**src/rtl/instr_encoder.sv**
```systemverilog
// RV32I instruction encoder: packs format/opcode/register/immediate fields into a
// 32-bit word tagged with a sequential byte address, through a two-stage valid/ready pipe.
module instr_encoder #(
  parameter int AW   = 12,
  parameter int ERRW = 8
) (
  input  logic            clk,
  input  logic            rst_n,
  input  logic            in_valid,
  output logic            in_ready,
  input  logic [2:0]      in_fmt,
  input  logic [6:0]      in_opcode,
  input  logic [4:0]      in_rd,
  input  logic [4:0]      in_rs1,
  input  logic [4:0]      in_rs2,
  input  logic [2:0]      in_funct3,
  input  logic [6:0]      in_funct7,
  input  logic [31:0]     in_imm,
  input  logic            addr_clr,
  output logic            out_valid,
  input  logic            out_ready,
  output logic [31:0]     out_instr,
  output logic [AW-1:0]   out_addr,
  output logic            out_err,
  output logic [ERRW-1:0] err_count
);

  typedef enum logic [2:0] {
    FMT_R = 3'd0, FMT_I = 3'd1, FMT_S = 3'd2,
    FMT_B = 3'd3, FMT_U = 3'd4, FMT_J = 3'd5
  } fmt_e;

  typedef struct packed {
    logic [2:0]  fmt;
    logic [6:0]  opcode;
    logic [4:0]  rd;
    logic [4:0]  rs1;
    logic [4:0]  rs2;
    logic [2:0]  funct3;
    logic [6:0]  funct7;
    logic [31:0] imm;
  } fields_t;

  localparam logic [31:0] NOP = 32'h0000_0013;

  logic          a_valid;
  fields_t       a;
  logic          b_valid;
  logic          b_adv;
  logic          a_adv;
  logic [AW-1:0] addr_cnt;
  logic [AW-1:0] addr_base;
  logic [31:0]   enc_instr;
  logic          enc_err;

  assign b_adv     = !b_valid || out_ready;
  assign a_adv     = !a_valid || b_adv;
  assign in_ready  = a_adv;
  assign out_valid = b_valid;
  assign addr_base = addr_clr ? '0 : addr_cnt;

  // NOTE: every variable gets a default first so no path leaves it unassigned (no latch).
  always_comb begin
    enc_instr = NOP;
    enc_err   = 1'b1;
    case (a.fmt)
      FMT_R: begin
        enc_instr = {a.funct7, a.rs2, a.rs1, a.funct3, a.rd, a.opcode};
        enc_err   = 1'b0;
      end
      FMT_I: begin
        enc_instr = {a.imm[11:0], a.rs1, a.funct3, a.rd, a.opcode};
        enc_err   = a.imm != {{20{a.imm[11]}}, a.imm[11:0]};
      end
      FMT_S: begin
        enc_instr = {a.imm[11:5], a.rs2, a.rs1, a.funct3, a.imm[4:0], a.opcode};
        enc_err   = a.imm != {{20{a.imm[11]}}, a.imm[11:0]};
      end
      FMT_B: begin
        enc_instr = {a.imm[12], a.imm[10:5], a.rs2, a.rs1, a.funct3,
                     a.imm[4:1], a.imm[11], a.opcode};
        // 13-bit signed range with bit 0 clear gives [-4096, 4094]
        enc_err   = a.imm[0] || (a.imm != {{19{a.imm[12]}}, a.imm[12:0]});
      end
      FMT_U: begin
        enc_instr = {a.imm[31:12], a.rd, a.opcode};
        enc_err   = |a.imm[11:0];
      end
      FMT_J: begin
        enc_instr = {a.imm[20], a.imm[10:1], a.imm[11], a.imm[19:12], a.rd, a.opcode};
        enc_err   = a.imm[0] || (a.imm != {{11{a.imm[20]}}, a.imm[20:0]});
      end
      default: ;
    endcase
  end

  // NOTE: stage-A field registers are pure datapath qualified by a_valid, so they carry no reset.
  always_ff @(posedge clk) begin
    if (a_adv && in_valid) begin
      a <= '{fmt: in_fmt, opcode: in_opcode, rd: in_rd, rs1: in_rs1, rs2: in_rs2,
             funct3: in_funct3, funct7: in_funct7, imm: in_imm};
    end
  end

  // NOTE: sequential state uses non-blocking assignments so all registers update together.
  always_ff @(posedge clk or negedge rst_n) begin
    if (!rst_n) begin
      a_valid   <= 1'b0;
      b_valid   <= 1'b0;
      out_instr <= '0;
      out_addr  <= '0;
      out_err   <= 1'b0;
      addr_cnt  <= '0;
      err_count <= '0;
    end else begin
      if (a_adv) a_valid <= in_valid;

      if (b_adv) begin
        b_valid <= a_valid;
        if (a_valid) begin
          out_instr <= enc_instr;
          out_err   <= enc_err;
          out_addr  <= addr_base;
        end
      end

      // Counter wraps naturally modulo 2^AW; a clear in the same cycle restarts from 0.
      if (b_adv && a_valid) addr_cnt <= addr_base + AW'(4);
      else if (addr_clr)    addr_cnt <= '0;

      if (b_valid && out_ready && out_err && (err_count != {ERRW{1'b1}}))
        err_count <= err_count + 1'b1;
    end
  end

endmodule

```
**config.mk**
```make
export PLATFORM = sky130hd
export DESIGN_NAME = instr_encoder
export DESIGN_NICKNAME = d
export VERILOG_FILES = /design/src/rtl/instr_encoder.sv
export SDC_FILE = /design/constraint.sdc
export NUM_CORES = 1
export LEC_CHECK = 0
export BUFFER_PORTS_ARGS = -buffer_cell sky130_fd_sc_hd__buf_2
export CELL_PAD_IN_SITES_DETAIL_PLACEMENT = 1
export CELL_PAD_IN_SITES_GLOBAL_PLACEMENT = 1
export CORE_AREA = 2 2 115 117
export DETAILED_ROUTE_END_ITERATION = 8
export DIE_AREA = 0 0 117 119
export PLACE_DENSITY_LB_ADDON = 0.08
export SLEW_MARGIN = 0
export SYNTH_ARGS = -nofsm -noshare
export SYNTH_HDL_FRONTEND = slang
export SYNTH_SLANG_ARGS = --single-unit
```
**constraint.sdc**
```tcl
create_clock -name clk -period 5.7 [get_ports clk]
set_input_delay 0.855 -clock clk [delete_from_list [all_inputs] [get_ports clk]]
set_output_delay 0.855 -clock clk [all_outputs]
set_load 0.01 [all_outputs]
```
==> results.yml <==
worst_setup_path:
  crit_path_max_incr_delay_ns: 0.21
  endpoint_kind: "output pin"
  crit_fanout: 3
  critPathSlowestCell: "nand3b_1"
  path_buf_inv: 2
  crit_arrival_ns: 1.35
  path_cells: "buf_2, nand3b_1, buf_2"
  start_kind: "primary input"
  required_ns: 4.85
  cpLargestDelayFamily: "buffers and inverters"
  r2r_slack_ns: 3.56
  critical_path.most_common_cell: "buf_2"
  crit_type: "primary input to output pin"
logic_synthesis:
  ys_warn_count: 0
  yosys_register_bits: 134
  synth_edf_count: 67
  synthCells: 437
  seq_area_frac_synth: 0.660
  synth_area_um2: 5590
  async_flop_share: 0.500
  synth_ff_type: "edfxtp_1"
  syn_nets: 511
  synth_cell_types: 52
  syn_area_per_cell_um2: 12.8
final_layout:
  antenna_cells: 0
  nets: 636
  stdcell_count: 750
  drive_above_1_share: 0.307
  area_growth_pct: 22.3
timing:
  finalClockSkew_ns: 0.00656
  finalSetupViolations: 0
  drv_slew: 0
  rsz0062_at_grt: "no"
  finalCritPeriodShare: 0.386
  hold_viol_final: 0
  relSlewSlack: 0.311
  final.setup.tns_ns: 0
  tightest_slew_ns: 1.03
  whs_ns: 0.464
  post-route-min-period_ns: 2.20
  clock.fmax_mhz: 454
clocking:
  cts-buffers-inserted: 17
  clk_pin_slew_ns: 0.05
  cts.path.max_buffers: 2
  cts_hold_buffers: 0
  post_cts_buffers: 0
  clock-root-buffer: "clkbuf_16"
  clk_latency_ns: 0.42
  cts_sinks: 134
  cts_resized: 0
  htree_levels: 4
  cts_tree: "yes"
global_route:
  first_global_vias: 4089
  grt_usage: 0.203
  grt_max_degree: 68
  antenna_found_initial: 0
  grt-ovfl-total: 0
  grt_pass1_wl_um: 21200
die:
  start_util: 0.434
  ioPinCount: 127
  die-area_um2: 13900
  die_w_um: 117
  die_h_um: 119
  rows: 42
  core-area_um2: 12900
worst_hold_path:
  min_path_type: "flop to flop"
placement:
  post-dp-hpwl_um: 9220
  placed_cells: 719
  numPortBuffers: 126
  gp_congestion: 0.798
power:
  peakVddDrop_mv: 0.205
  power.leakage_nw: 2.93
  p_per_area_nw_per_um2: 368
routing:
  wirelength_um: 13400
  drt_iter0_drc: 167
  wl_per_cell_um: 17.8
  vias_per_cell: 5.17
  drc: 0
  firstDrtPassIters: 5
  vias: 3878
  ant_nets: 0
run_status:
  status: "complete, no violations"
run:
  cap_viol_max_count: 0
-- cell families (layout without fill, tap and decap cells) --
logic type | Yosys count | in the layout | synth area share
compound gates | 85 | 85 | 0.109
flops | 134 | 134 | 0.660
buf+inv | 31 | 168 | 0.0338
mux | 14 | 14 | 0.0282
xor+xnor | 17 | 17 | 0.0266
simple gates | 154 | 154 | 0.138
fa+ha+maj | 2 | 2 | 0.00448
-- cells in the final DEF, fill, tap and decap left out, drive strengths merged, types with 11 or more instances in the layout --
cell and count:
a221oi 14, a22oi 11, buf 129, clkbuf 26, dfrtp 67, edfxtp 67
nand2 44, nand3 12, nand4 11, nor2 42, o21ai 30
-- final cells by class --
cell class,instances,area (µm²)
fillers,1380,6040
multi-input cells,272,1710
repair buffers,129,653
flip-flops and latches,134,3690
inverters,8,30.0
clock buffers,26,479
clock inverters,5,51.3
well taps,176,220
-- path summary, 6_finish.rpt --
check / startpoint / endpoint / depth (start not counted)
setup / recovery: out_ready / in_ready / 3
hold / removal: out_addr[8] / out_addr[8] / 2
setup reg to reg: a[66] / out_err / 4
hold reg to reg: out_addr[8] / out_addr[8] / 2
max in group asynchronous: rst_n / addr_cnt[4] / 2
min in group asynchronous: rst_n / out_addr[1] / 2
-- metal layers --
layer,vias to the layer above,global-route usage,share of wire
met5,-,0,0
met1,1935,0.247,0.43
met4,0,0.0618,0.011
met3,13,0.0580,0.040
li1,1850,-,-
met2,80,0.347,0.52
-- Yosys cell counts, types with 3 or more instances --
cell type / instances / share of area
a31oi_1: 4 / 0.0045
a22oi_1: 11 / 0.015
mux2i_1: 9 / 0.016
xor2_1: 8 / 0.013
nand2_1: 44 / 0.030
dfrtp_1: 67 / 0.30
clkbuf_1: 5 / 0.0034
and2_1: 4 / 0.0045
a22o_1: 4 / 0.0063
nand2b_1: 7 / 0.0078
nor3_1: 6 / 0.0054
edfxtp_1: 67 / 0.36
buf_2: 7 / 0.0063
and3_1: 4 / 0.0045
nor2b_1: 4 / 0.0045
buf_6: 6 / 0.012
inv_1: 7 / 0.0047
xnor2_1: 9 / 0.014
nor2_1: 42 / 0.028
o22a_1: 3 / 0.0047
buf_4: 5 / 0.0067
a21oi_1: 8 / 0.0072
o21ai_0: 27 / 0.024
mux2_4: 3 / 0.0081
nand3b_1: 6 / 0.0081
a221oi_1: 13 / 0.020
nand4_1: 11 / 0.012
nor4_1: 6 / 0.0067
nand3_1: 11 / 0.0099
-- worst register-to-register path, cell delays in order (launching register included) --
cell      delay [ns]
edfxtp_1        0.91
inv_1           0.43
o21ai_2         0.47
a31oi_1         0.09
a31oi_1         0.16
-- report_power, final --
part	total (mW)	internal, mW	leakage, nW	switching, mW
combinational	0.310	0.134	1.17	0.176
sequential	1.21	1.12	1.50	0.0887
clock	0.995	0.618	0.262	0.378
-- flip-flops by register name (all words and copies together) (netlist names) --
| signal | flops |
|---|---|
| out_valid | 1 |
| a_valid | 1 |
| addr_cnt | 12 |
| out_instr | 32 |
| out_addr | 12 |
| err_count | 8 |
| a | 67 |
| out_err | 1 |
-- through the flow --
stage	power [mW]	util	worst slack [ns]	cell area, µm²
6_report	2.52	0.531	3.50	6840
5_1_grt	2.63	0.531	3.42	6840
4_1_cts	2.55	0.531	3.50	6840
3_5_place_dp	1.55	0.490	3.21	6310
3_3_place_gp	1.53	0.490	3.33	6310
2_1_floorplan	1.39	-	2.62	5590
Note: power is estimated with default switching activity, not from simulation.
